## config.mk

```make
export PLATFORM = sky130hd
export DESIGN_NAME = serial_pattern_feeder
export DESIGN_NICKNAME = d
export VERILOG_FILES = /design/src/rtl/serial_pattern_feeder.sv
export SDC_FILE = /design/constraint.sdc
export NUM_CORES = 1
export LEC_CHECK = 0
export CORE_MARGIN = 1
export CORE_UTILIZATION = 59
export CTS_BUF_LIST = sky130_fd_sc_hd__clkbuf_4 sky130_fd_sc_hd__clkbuf_8
export DETAILED_ROUTE_END_ITERATION = 8
export PLACE_DENSITY = 0.86
export SLEW_MARGIN = 20
export SYNTH_ARGS = -nofsm -noshare
export SYNTH_HDL_FRONTEND = slang
export SYNTH_SLANG_ARGS = --single-unit
```

## constraint.sdc

```tcl
create_clock -name clk -period 5.15 [get_ports clk]
set_clock_uncertainty 0.1 [all_clocks]
set_input_delay 0.7725 -clock clk [delete_from_list [all_inputs] [get_ports clk]]
set_output_delay 0.7725 -clock clk [all_outputs]
set_load 0.01 [all_outputs]
```

## src/rtl/serial_pattern_feeder.sv

```systemverilog
// -----------------------------------------------------------------------------
// serial_pattern_feeder
//   Parallel-to-serial stage that drives the serial input of a downstream
//   sequence detector. It accepts WIDTH-bit words through a valid/ready
//   handshake into a one-word holding buffer and shifts them out one bit per
//   clock, back to back with no idle gap. When no word is being shifted, the
//   line is held at IDLE_BIT.
//
// Parameters
//   WIDTH      word width in bits (2..32)
//   MSB_FIRST  1: din[WIDTH-1] is shifted first, 0: din[0] is shifted first
//   IDLE_BIT   level driven on sout while no word is being shifted
//
// Ports
//   clk         rising-edge clock
//   reset       asynchronous active-low reset
//   din         parallel word, sampled only on an accepting edge
//   load_valid  din is valid
//   load_ready  holding buffer empty (accept on load_valid && load_ready)
//   sout        serial data bit
//   sout_valid  sout carries a data bit rather than idle fill
//   frame_done  sout carries the last bit of a word
//   busy        shifter active or holding buffer full
// -----------------------------------------------------------------------------
module serial_pattern_feeder #(
  parameter int unsigned WIDTH     = 8,
  parameter bit          MSB_FIRST = 1'b1,
  parameter bit          IDLE_BIT  = 1'b1
) (
  input  logic             clk,
  input  logic             reset,
  input  logic [WIDTH-1:0] din,
  input  logic             load_valid,
  output logic             load_ready,
  output logic             sout,
  output logic             sout_valid,
  output logic             frame_done,
  output logic             busy
);

  localparam int unsigned     CNT_W    = $clog2(WIDTH);
  localparam logic [CNT_W-1:0] CNT_LAST = CNT_W'(WIDTH - 1);

  typedef enum logic {
    ST_IDLE  = 1'b0,
    ST_SHIFT = 1'b1
  } state_e;

  state_e           state_q, state_d;
  logic [WIDTH-1:0] sreg_q, sreg_d;
  logic [CNT_W-1:0] cnt_q, cnt_d;
  logic [WIDTH-1:0] hold_q, hold_d;
  logic             hold_full_q, hold_full_d;

  logic             accept;
  logic             launch_ok;
  logic             word_avail;
  logic [WIDTH-1:0] launch_word;
  logic [WIDTH-1:0] shifted;

  // Handshake and launch qualifiers
  always_comb begin
    accept      = load_valid && !hold_full_q;
    launch_ok   = (state_q == ST_IDLE) || (cnt_q == CNT_LAST);
    word_avail  = hold_full_q || accept;
    // A held word always goes first; otherwise the word arriving now bypasses hold
    launch_word = hold_full_q ? hold_q : din;
  end

  // Move the next bit to the output end; vacated position is zero-filled
  always_comb begin
    if (MSB_FIRST) begin
      shifted = {sreg_q[WIDTH-2:0], 1'b0};
    end else begin
      shifted = {1'b0, sreg_q[WIDTH-1:1]};
    end
  end

  // State register
  always_ff @(posedge clk or negedge reset) begin
    if (!reset) begin
      state_q     <= ST_IDLE;
      sreg_q      <= '0;
      cnt_q       <= '0;
      hold_q      <= '0;
      hold_full_q <= 1'b0;
    end else begin
      state_q     <= state_d;
      sreg_q      <= sreg_d;
      cnt_q       <= cnt_d;
      hold_q      <= hold_d;
      hold_full_q <= hold_full_d;
    end
  end

  // Next-state logic
  always_comb begin
    state_d     = state_q;
    sreg_d      = sreg_q;
    cnt_d       = cnt_q;
    hold_d      = hold_q;
    hold_full_d = hold_full_q;

    if (launch_ok && word_avail) begin
      // Start a new word: first bit shows on sout in the following cycle
      state_d = ST_SHIFT;
      sreg_d  = launch_word;
      cnt_d   = '0;
      if (hold_full_q) begin
        // load_ready is low here, so no new word can arrive on this edge
        hold_full_d = 1'b0;
      end
    end else begin
      if (state_q == ST_SHIFT) begin
        if (cnt_q != CNT_LAST) begin
          sreg_d = shifted;
          cnt_d  = cnt_q + CNT_W'(1);
        end else begin
          // Last bit done and nothing queued: drop back to idle fill
          state_d = ST_IDLE;
          cnt_d   = '0;
        end
      end
      // Word arriving while the shifter is mid-word waits in hold
      if (accept) begin
        hold_d      = din;
        hold_full_d = 1'b1;
      end
    end
  end

  // Output decode, from registers only (follows reset asynchronously)
  always_comb begin
    load_ready = !hold_full_q;
    sout_valid = (state_q == ST_SHIFT);
    sout       = IDLE_BIT;
    if (state_q == ST_SHIFT) begin
      sout = MSB_FIRST ? sreg_q[WIDTH-1] : sreg_q[0];
    end
    frame_done = (state_q == ST_SHIFT) && (cnt_q == CNT_LAST);
    busy       = (state_q == ST_SHIFT) || hold_full_q;
  end

endmodule

```

==> flow_summary_export.csv <==
group,metric,value,unit
run_status,status,"finished, final reports clean",
synthesis,ys.flop_type,"dfrtp_1",
timing,fmax,380,MHz
worst_hold_path,hold_class,"reg2reg",
setup_path,critPathKind,"reg2out",
synthesis,netlist_area,0.00105,mm^2
setup_path,slowest_stage,"clkdlybuf4s50_1",
setup_path,required,4.28,ns
synthesis,synth.area.top_cells,"dfrtp_1 50%, mux2_4 11%, o21ai_0 7.7%",
global_route,track_usage,22.6,%
cts,cts_setup_buffers,0,
timing,fin_hold_ws,0.378,ns
final_layout,nNetsFinal,121,
global_route,grt_pass1_vias,776,
timing,setup_violations,0,
floorplanning,die_x,44.1,um
pwr,ir_drop,261,uV
synthesis,synth_top_area_cell,"dfrtp_1",
cts,cts-root-buf,"clkbuf_4",
cts,cts_buffer_depth,2,
detailed_routing,routed_wl,1.80,mm
pwr,internal_power,0.385,mW
synthesis,synth.distinct_cells,20,
final_layout,stdcell_count,123,
pwr,p_seq_share,49.4,%
detailed_routing,remaining_drc_errors,0,
timing,slew_violations,0,
floorplanning,ioPinCount,16,
global_route,grt_overflow,0,
detailed_routing,drtAntennaViolNets,0,
synthesis,synth_seq_area_share,50.2,%
timing,tightest_slew,0.882,ns
timing,slew-limit-headroom,41.0,%
detailed_routing,drtIter0Drc,12,
synthesis,syn_inst,95,
synthesis,async_flop_share,100,%
synthesis,syn-num-nets,108,
synthesis,synth_most_common_cell,"dfrtp_1",
setup_path,critPathLaunchType,"flip-flop",
timing,timing.setup.tns,0,ns
global_route,grt_pass1_wl,3.24,mm
pwr,p_sw,0.175,mW
floorplanning,initial_core_util,66.3,%
cts,cts_resized,0,
pwr,power_frac_clock,14.7,%
place,numPortBuffers,15,
floorplanning,num_rows,14,
global_route,grt_max_degree,22,
pwr,comb_power_share,35.8,%
setup_path,arrival,1.76,ns
floorplanning,die_h,44.1,um
detailed_routing,avgViaCountPerCell,5.80,
cts,clk_pin_slew,0.12,ns
timing,rsz0062_at_grt,"false",
final_layout,area_growth_syn_to_layout,14.5,%
setup_path,cp_cell_sequence,"ha_1, ha_1, and2_1, clkdlybuf4s50_1",
final_layout,n_antenna_cell,0,
pwr,p_sw_share,31.3,%
final_layout,finish.utilization,76.0,%
detailed_routing,wl_per_cell,14.6,um
detailed_routing,first_pass_iters,6,
cts,htreeDepth,1,
pwr,p_leak,0.533,nW
synthesis,synth_top_cell_area_share,50.2,%
place,dpl_cell_area,0.00117,mm^2
timing,hold_violations,0,
synthesis,synth_area_per_cell,11.0,um^2
cts,cts_buffers,3,
run,cap_violations,0,
final_layout,layout-drive-gt1-share,14.0,%
cts,postCtsHoldBufs,0,
setup_path,worstPathMaxFanout,4,
setup_path,critPathMostFrequentCell,"ha_1",
cts,clk_latency,0.30,ns
setup_path,crit_path_end_kind,"primary output",
place,dp_hpwl,1.25,mm
final_layout,final_area,0.00120,mm^2
floorplanning,design.die.area,0.00195,mm^2
setup_path,max_stage_delay,0.47,ns
synthesis,synth_edf_count,0,
synthesis,synthTopCellsByCount,"21 x dfrtp_1, 16 x o21ai_0, 12 x nand2_1, 8 x mux2_4, 8 x nor2b_1",
place,globalplace.congestion,0.757,
synthesis,yosys_register_bits,21,
timing,finalCritPeriodShare,51.2,%
cts,clock_sinks,21,
cts,cts_tree,"built",
detailed_routing,via_count,713,
synthesis,yosys_warnings,0,
place,dp_cells,119,
pwr,power.density,468,mW/mm^2
floorplanning,core-area,0.00158,mm^2
timing,period_minus_slack,2.63,ns
global_route,antenna_found_initial,0,
## layout make-up
type,count,area [um^2]
inverter,1,3.75
timing repair buffer,15,150
sequential,21,526
clock buffer,4,30.0
fill,108,379
tap,16,20.0
multi-input combinational,66,468
## worst max-delay path, delay by kind of cell (launching register included)
kind,cells,cell delay [ns]
buffers and inverters,1,0.47
adder cells (fa/ha/maj),2,0.43
flip-flops,1,0.42
AND/OR/NAND/NOR,1,0.15
## power groups by stage
stage	clock network (mW)	logic (mW)	registers (mW)
global route	0.0892	0.225	0.287
detailed placement	0	0.202	0.279
floorplan	0	0.168	0.261
CTS	0.0836	0.203	0.277
global placement	0	0.193	0.277
finish	0.0826	0.201	0.277
## cell usage in the layout (no fill, tap or decap)
| cell | netlist | layout |
|---|---|---|
| or2b_1 | 2 | 2 |
| nor2_1 | 2 | 2 |
| mux2_4 | 8 | 8 |
| ha_1 | 2 | 2 |
| nor2b_4 | 1 | 1 |
| mux2i_1 | 1 | 1 |
| inv_1 | 1 | 1 |
| a211oi_1 | 7 | 7 |
| and3_4 | 1 | 1 |
| dfrtp_1 | 21 | 21 |
| and2_1 | 1 | 1 |
| clkbuf_4 | 0 | 4 |
| o21ai_0 | 16 | 16 |
| clkdlybuf4s50_1 | 0 | 15 |
| nor2b_1 | 8 | 8 |
| nand2_1 | 12 | 12 |
| a21oi_1 | 1 | 1 |
| nand3b_1 | 1 | 1 |
| o22ai_1 | 2 | 2 |
| or2_2 | 1 | 1 |
## state kept, by name (all words and copies together), names as in the netlist
name / count
hold_q: 8
sreg_q: 8
cnt_q: 3
hold_full_q: 1
sout_valid: 1
## path summary, 6_finish.rpt
check                          start         end  slack, ns  cells after the start
min in group asynchronous      reset   hold_q[5]       0.86                      1
min                        sreg_q[1]   sreg_q[2]       0.38                      2
max                         cnt_q[0]  frame_done       2.52                      4
max in group asynchronous      reset    cnt_q[0]       3.54                      1
min reg2reg                sreg_q[1]   sreg_q[2]       0.38                      2
max reg2reg                 cnt_q[0]   hold_q[1]       3.22                      5
## metal layers
metal	track usage, %	part of all wire [%]
met4	12.1	0.50
met5	0	0
met1	31.3	52
met3	4.08	2.2
met2	33.8	45
## cells by family after synthesis
family	after synthesis	share of synthesized area, %
and+or+nand+nor	29	15.6
adders and majority gates	2	2.39
AOI/OAI and AO/OA	26	14.4
buffers and inverters	8	5.02
DFF	21	50.2
muxes	9	12.4
## per-stage QoR
step,power (mW),setup slack (ns)
global route,0.601,2.43
detailed placement,0.482,2.60
finish,0.561,2.52
floorplan,0.429,3.31
global placement,0.470,2.63
CTS,0.563,2.50
Power figures use the tool's default switching activity.
